File: config.mk
export PLATFORM = sky130hd
export DESIGN_NAME = axi_lite_mm_master
export DESIGN_NICKNAME = d
export VERILOG_FILES = /design/src/rtl/axi_lite_mm_master.sv
export SDC_FILE = /design/constraint.sdc
export NUM_CORES = 1
export LEC_CHECK = 0
export CAP_MARGIN = 20
export CORE_AREA = 2 2 220 222
export CTS_CLUSTER_SIZE = 14
export DETAILED_ROUTE_END_ITERATION = 16
export DIE_AREA = 0 0 222 224
export HOLD_SLACK_MARGIN = 0.03
export PLACE_DENSITY = 0.5
export SETUP_SLACK_MARGIN = 0.02
export SLEW_MARGIN = 25
export SYNTH_ARGS = -nofsm -noshare
export SYNTH_HDL_FRONTEND = slang
export SYNTH_SLANG_ARGS = --single-unit
File: constraint.sdc
create_clock -name aclk -period 9.3 [get_ports aclk]
set_input_delay 1.86 -clock aclk [delete_from_list [all_inputs] [get_ports aclk]]
set_output_delay 1.86 -clock aclk [all_outputs]
set_load 0.03 [all_outputs]
File: src/rtl/axi_lite_mm_master.sv
// AXI4-Lite initiator: word-indexed MM read/write commands in,
// AXI4-Lite transactions out; independent read and write engines.
//
// Ports:
//   aclk, areset         clock, async active-high reset
//   i_mm_w* / o_mm_w*    write command (valid/ready), done pulse, bresp
//   i_mm_r* / o_mm_r*    read command (valid/ready), done pulse, data, rresp
//   o_axi_aw*/w*/b*      AXI write channels (AW, W, B)
//   o_axi_ar*/r*         AXI read channels (AR, R)
module axi_lite_mm_master #(
  parameter int ADDR_WIDTH = 64,
  parameter int DATA_WIDTH = 64,
  parameter int STRB_WIDTH = DATA_WIDTH / 8,
  parameter int ALIGN      = $clog2(STRB_WIDTH)
) (
  input  logic                        aclk,
  input  logic                        areset,
  input  logic                        i_mm_wvalid,
  output logic                        o_mm_wready,
  input  logic [ADDR_WIDTH-ALIGN-1:0] i_mm_waddr,
  input  logic [DATA_WIDTH-1:0]       i_mm_wdata,
  input  logic [STRB_WIDTH-1:0]       i_mm_wstrb,
  input  logic [2:0]                  i_mm_wprot,
  output logic                        o_mm_wdone,
  output logic [1:0]                  o_mm_wresp,
  input  logic                        i_mm_rvalid,
  output logic                        o_mm_rready,
  input  logic [ADDR_WIDTH-ALIGN-1:0] i_mm_raddr,
  input  logic [2:0]                  i_mm_rprot,
  output logic                        o_mm_rdone,
  output logic [DATA_WIDTH-1:0]       o_mm_rdata,
  output logic [1:0]                  o_mm_rresp,
  output logic                        o_axi_awvalid,
  input  logic                        i_axi_awready,
  output logic [ADDR_WIDTH-1:0]       o_axi_awaddr,
  output logic [2:0]                  o_axi_awprot,
  output logic                        o_axi_wvalid,
  input  logic                        i_axi_wready,
  output logic [DATA_WIDTH-1:0]       o_axi_wdata,
  output logic [STRB_WIDTH-1:0]       o_axi_wstrb,
  input  logic                        i_axi_bvalid,
  output logic                        o_axi_bready,
  input  logic [1:0]                  i_axi_bresp,
  output logic                        o_axi_arvalid,
  input  logic                        i_axi_arready,
  output logic [ADDR_WIDTH-1:0]       o_axi_araddr,
  output logic [2:0]                  o_axi_arprot,
  input  logic                        i_axi_rvalid,
  output logic                        o_axi_rready,
  input  logic [DATA_WIDTH-1:0]       i_axi_rdata,
  input  logic [1:0]                  i_axi_rresp
);

  typedef enum logic [1:0] {W_IDLE, W_REQ, W_RESP} w_state_t;
  typedef enum logic [1:0] {R_IDLE, R_ADDR, R_DATA} r_state_t;

  w_state_t w_state, w_state_n;
  r_state_t r_state, r_state_n;

  logic                  aw_done, aw_done_n;
  logic                  w_done, w_done_n;
  logic                  mm_wready_n, awvalid_n, wvalid_n, bready_n;
  logic [ADDR_WIDTH-1:0] awaddr_n;
  logic [2:0]            awprot_n;
  logic [DATA_WIDTH-1:0] wdata_n;
  logic [STRB_WIDTH-1:0] wstrb_n;
  logic                  wdone_n;
  logic [1:0]            wresp_n;

  logic                  mm_rready_n, arvalid_n, rready_n;
  logic [ADDR_WIDTH-1:0] araddr_n;
  logic [2:0]            arprot_n;
  logic                  rdone_n;
  logic [DATA_WIDTH-1:0] rdata_n;
  logic [1:0]            rresp_n;

  logic aw_hs, w_hs;

  assign aw_hs = o_axi_awvalid & i_axi_awready;
  assign w_hs  = o_axi_wvalid & i_axi_wready;

  // Write engine
  always_comb begin
    w_state_n   = w_state;
    aw_done_n   = aw_done;
    w_done_n    = w_done;
    mm_wready_n = o_mm_wready;
    awvalid_n   = o_axi_awvalid;
    wvalid_n    = o_axi_wvalid;
    bready_n    = o_axi_bready;
    awaddr_n    = o_axi_awaddr;
    awprot_n    = o_axi_awprot;
    wdata_n     = o_axi_wdata;
    wstrb_n     = o_axi_wstrb;
    wresp_n     = o_mm_wresp;
    wdone_n     = 1'b0;
    unique case (w_state)
      W_IDLE: begin
        mm_wready_n = 1'b1;
        if (o_mm_wready && i_mm_wvalid) begin
          mm_wready_n = 1'b0;
          awvalid_n   = 1'b1;
          wvalid_n    = 1'b1;
          aw_done_n   = 1'b0;
          w_done_n    = 1'b0;
          awaddr_n    = ADDR_WIDTH'(i_mm_waddr) << ALIGN;
          awprot_n    = i_mm_wprot;
          wdata_n     = i_mm_wdata;
          wstrb_n     = i_mm_wstrb;
          w_state_n   = W_REQ;
        end
      end
      W_REQ: begin
        if (aw_hs) begin
          awvalid_n = 1'b0;
          aw_done_n = 1'b1;
        end
        if (w_hs) begin
          wvalid_n = 1'b0;
          w_done_n = 1'b1;
        end
        // both channels may finish on the same edge
        if ((aw_done || aw_hs) && (w_done || w_hs)) begin
          bready_n  = 1'b1;
          w_state_n = W_RESP;
        end
      end
      W_RESP: begin
        if (i_axi_bvalid && o_axi_bready) begin
          bready_n    = 1'b0;
          wresp_n     = i_axi_bresp;
          wdone_n     = 1'b1;
          mm_wready_n = 1'b1;
          w_state_n   = W_IDLE;
        end
      end
      default: w_state_n = W_IDLE;
    endcase
  end

  // Read engine
  always_comb begin
    r_state_n   = r_state;
    mm_rready_n = o_mm_rready;
    arvalid_n   = o_axi_arvalid;
    rready_n    = o_axi_rready;
    araddr_n    = o_axi_araddr;
    arprot_n    = o_axi_arprot;
    rdata_n     = o_mm_rdata;
    rresp_n     = o_mm_rresp;
    rdone_n     = 1'b0;
    unique case (r_state)
      R_IDLE: begin
        mm_rready_n = 1'b1;
        if (o_mm_rready && i_mm_rvalid) begin
          mm_rready_n = 1'b0;
          arvalid_n   = 1'b1;
          araddr_n    = ADDR_WIDTH'(i_mm_raddr) << ALIGN;
          arprot_n    = i_mm_rprot;
          r_state_n   = R_ADDR;
        end
      end
      R_ADDR: begin
        if (i_axi_arready) begin
          arvalid_n = 1'b0;
          rready_n  = 1'b1;
          r_state_n = R_DATA;
        end
      end
      R_DATA: begin
        if (i_axi_rvalid) begin
          rready_n    = 1'b0;
          rdata_n     = i_axi_rdata;
          rresp_n     = i_axi_rresp;
          rdone_n     = 1'b1;
          mm_rready_n = 1'b1;
          r_state_n   = R_IDLE;
        end
      end
      default: r_state_n = R_IDLE;
    endcase
  end

  always_ff @(posedge aclk or posedge areset) begin
    if (areset) begin
      w_state       <= W_IDLE;
      aw_done       <= 1'b0;
      w_done        <= 1'b0;
      o_mm_wready   <= 1'b0;
      o_axi_awvalid <= 1'b0;
      o_axi_wvalid  <= 1'b0;
      o_axi_bready  <= 1'b0;
      o_axi_awaddr  <= '0;
      o_axi_awprot  <= '0;
      o_axi_wdata   <= '0;
      o_axi_wstrb   <= '0;
      o_mm_wresp    <= '0;
      o_mm_wdone    <= 1'b0;
      r_state       <= R_IDLE;
      o_mm_rready   <= 1'b0;
      o_axi_arvalid <= 1'b0;
      o_axi_rready  <= 1'b0;
      o_axi_araddr  <= '0;
      o_axi_arprot  <= '0;
      o_mm_rdata    <= '0;
      o_mm_rresp    <= '0;
      o_mm_rdone    <= 1'b0;
    end else begin
      w_state       <= w_state_n;
      aw_done       <= aw_done_n;
      w_done        <= w_done_n;
      o_mm_wready   <= mm_wready_n;
      o_axi_awvalid <= awvalid_n;
      o_axi_wvalid  <= wvalid_n;
      o_axi_bready  <= bready_n;
      o_axi_awaddr  <= awaddr_n;
      o_axi_awprot  <= awprot_n;
      o_axi_wdata   <= wdata_n;
      o_axi_wstrb   <= wstrb_n;
      o_mm_wresp    <= wresp_n;
      o_mm_wdone    <= wdone_n;
      r_state       <= r_state_n;
      o_mm_rready   <= mm_rready_n;
      o_axi_arvalid <= arvalid_n;
      o_axi_rready  <= rready_n;
      o_axi_araddr  <= araddr_n;
      o_axi_arprot  <= arprot_n;
      o_mm_rdata    <= rdata_n;
      o_mm_rresp    <= rresp_n;
      o_mm_rdone    <= rdone_n;
    end
  end

endmodule

==> impl_metrics.toml <==
[global_routing]
grt_pass1_vias = 8017
overflow = 0
grt_pass1_wl_mm = 52.2
grt_use_total_pct = 13.8
antenna_found_initial = 1
grt_max_degree = 147

[cells_and_area]
multiInputGateArea_um2 = 3660
nFillCells = 4514
area_delta_synth_final_pct = 64.9
nets = 1476
layout.cells.most_common = "clkdlybuf4s50_1"
seqCellArea_um2 = 7080
drive_gt1_share_pct = 27.2
antenna_cells = 0
mostFrequentLayoutCells = "clkdlybuf4s50_1, dfrtp_1, mux2_2, mux2_4, clkbuf_16"

[setup_path]
arrival_ns = 4.15
cp_cell_sequence = "clkdlybuf4s50_1 -> nand2_1 -> nor3_4 -> buf_4 -> mux2_2"
cp_max_fo = 56
crit_buf_inv = 2
slowest_delay_ns = 0.71
cp_slowest_cell = "buf_4"
cpLargestDelayFamily = "buffers and inverters"
crit_path_end_kind = "flip-flop"
worstSetupPathType = "primary input to flip-flop"
crit_required_ns = 9.71
startpoint_type = "primary input"

[clocking]
cts_tree = "yes"
cts.path.max_buffers = 3
cts_made_buffers = 37
h-tree-depth = 2
insertion_delay_ns = 0.52
postCtsSetupRepairBufs = 0
cts_sinks = 283
clk_pin_slew_ns = 0.06
holdBufCountCts = 0
cts.repair.resized = 0
cts-root-buf = "clkbuf_16"

[logic_synthesis]
yosysWarnings = 0
post-synth-top-area-cell = "dfrtp_1"
ys_types = 25
ys_ff_latch = 283
synth_area_um2 = 11100
ys_top_cells_by_area = "dfrtp_1, mux2_2, mux2_4"
yosys.area.top_type_share_pct = 63.7
synth_area_per_cell_um2 = 17.6
yosysSeqAreaShare_pct = 63.7
syn-instance-count = 631

[drt]
drcViolationCount = 0
via_per_inst = 4.02
avgRoutedWirePerCell_um = 19.0
first_pass_iters = 4
routed_wl_mm = 34.9
ant_nets = 0
vias = 7385
drt_iter0_drc = 240

[floorplan]
rows = 80
dieArea_um2 = 49700
chipHeight_um = 224
core_um2 = 47300
die_x_um = 222
start_util_pct = 23.5
ios = 560

[power]
p_total_uw = 7550
ir_worst_vdd_mv = 0.220
power.density_nw_per_um2 = 412
p_leak_uw = 0.00762

[worst_hold_path]
hp-class = "flip-flop to flip-flop"

[place]
globalplace.congestion = 0.715
dpl.hpwl_mm = 25.0
portBuffers = 553
place_ws_ns = 5.01

[timing]
finalSetupTns_ns = 0
max_slew_margin_pct = 41.4
tightest_slew_ns = 0.880
fmax_mhz = 267
min_period_ns = 3.74
hold_viol = 0
setup_violations = 0
finClkSkew_ns = 0.0136
fin_crit_sh_pct = 40.2
slew_viol_final = 0
rsz0062_at_grt = "false"
setup_ws_ns = 5.56

[job]
max_cap_violations = 0

[run_status]
run_status = "finished, final reports clean"
stage by stage:
step | std cells | hold WS [ns] | cell area, µm² | util [%]
floorplan | 636 | 0.467 | 11100 | -
global placement | 1774 | 0.475 | 17100 | 36.2
detailed placement | 1774 | 0.469 | 17100 | 36.2
CTS | 1838 | 0.485 | 18300 | 38.6
global route | 1839 | 0.518 | 18300 | 38.7
finish | 1839 | 0.482 | 18300 | 38.7
power breakdown:
| part | switching [µW] | internal, µW |
|---|---|---|
| combinational | 2050 | 1910 |
| sequential | 344 | 1870 |
| clock | 536 | 844 |
| total | 2930 | 4620 |
worst paths after layout:
kind | startpoint | end | slack, ns | cells after the start
hold / removal | o_axi_arvalid | o_axi_arvalid | 0.48 | 1
hold reg to reg | o_axi_arvalid | o_axi_arvalid | 0.48 | 1
setup reg to reg | r_state[0] | o_axi_arprot[1] | 6.91 | 3
max in group asynchronous | areset | o_axi_araddr[4] | 6.15 | 4
min in group asynchronous | areset | o_axi_wdata[13] | 1.88 | 3
setup / recovery | i_mm_rvalid | o_axi_arprot[1] | 5.56 | 5
layer usage:
layer	wire [µm]	part of all wire [%]	track usage, %
met1	13400	38	15.8
met2	16800	48	22.8
met3	4000	11	6.86
met4	684	2.0	4.23
met5	11	0.032	0
kinds of logic (layout without fill, tap and decap cells):
kind of cell / after synthesis / count (layout) / synth area share [%]
simple gates: 25 / 25 / 1.14
compound gates: 15 / 15 / 0.912
mux: 268 / 268 / 30.5
other cells: 1 / 6 / 0.0337
flops: 283 / 283 / 63.7
buf+inv: 39 / 627 / 3.67
synthesized netlist by cell type:
cell / n
mux2_4: 100
a21o_1: 3
o21ai_0: 4
inv_1: 3
nor2_2: 1
buf_6: 3
nor2b_1: 3
or2_2: 1
nand3_1: 2
a21oi_1: 4
dfrtp_1: 283
a22o_1: 1
nand2_1: 8
nand2b_1: 1
buf_12: 11
and3_4: 1
mux2_2: 168
nor3_1: 1
buf_2: 9
nor3_2: 1
buf_4: 13
a32o_1: 2
a21bo_2: 1
conb_1: 1
nor2_1: 6
sequential cells by signal, summed over array words and instances, names as in the netlist, 2 cells and up:
name / flops
w_state: 2
o_axi_arprot: 3
o_axi_awaddr: 61
o_axi_wdata: 64
o_axi_araddr: 61
o_mm_wresp: 2
r_state: 2
o_mm_rdata: 64
o_mm_rresp: 2
o_axi_awprot: 3
o_axi_wstrb: 8
layout make-up:
| class | count | area share, % |
|---|---|---|
| Tap cell | 615 | 4.20 |
| Timing Repair Buffer | 560 | 30.8 |
| Clock buffer | 57 | 5.85 |
| Multi-Input combinational cell | 314 | 20.0 |
| Sequential cell | 283 | 38.6 |
| Inverter | 3 | 0.0819 |
| Clock inverter | 7 | 0.485 |
(Power assumes the default switching activity.)
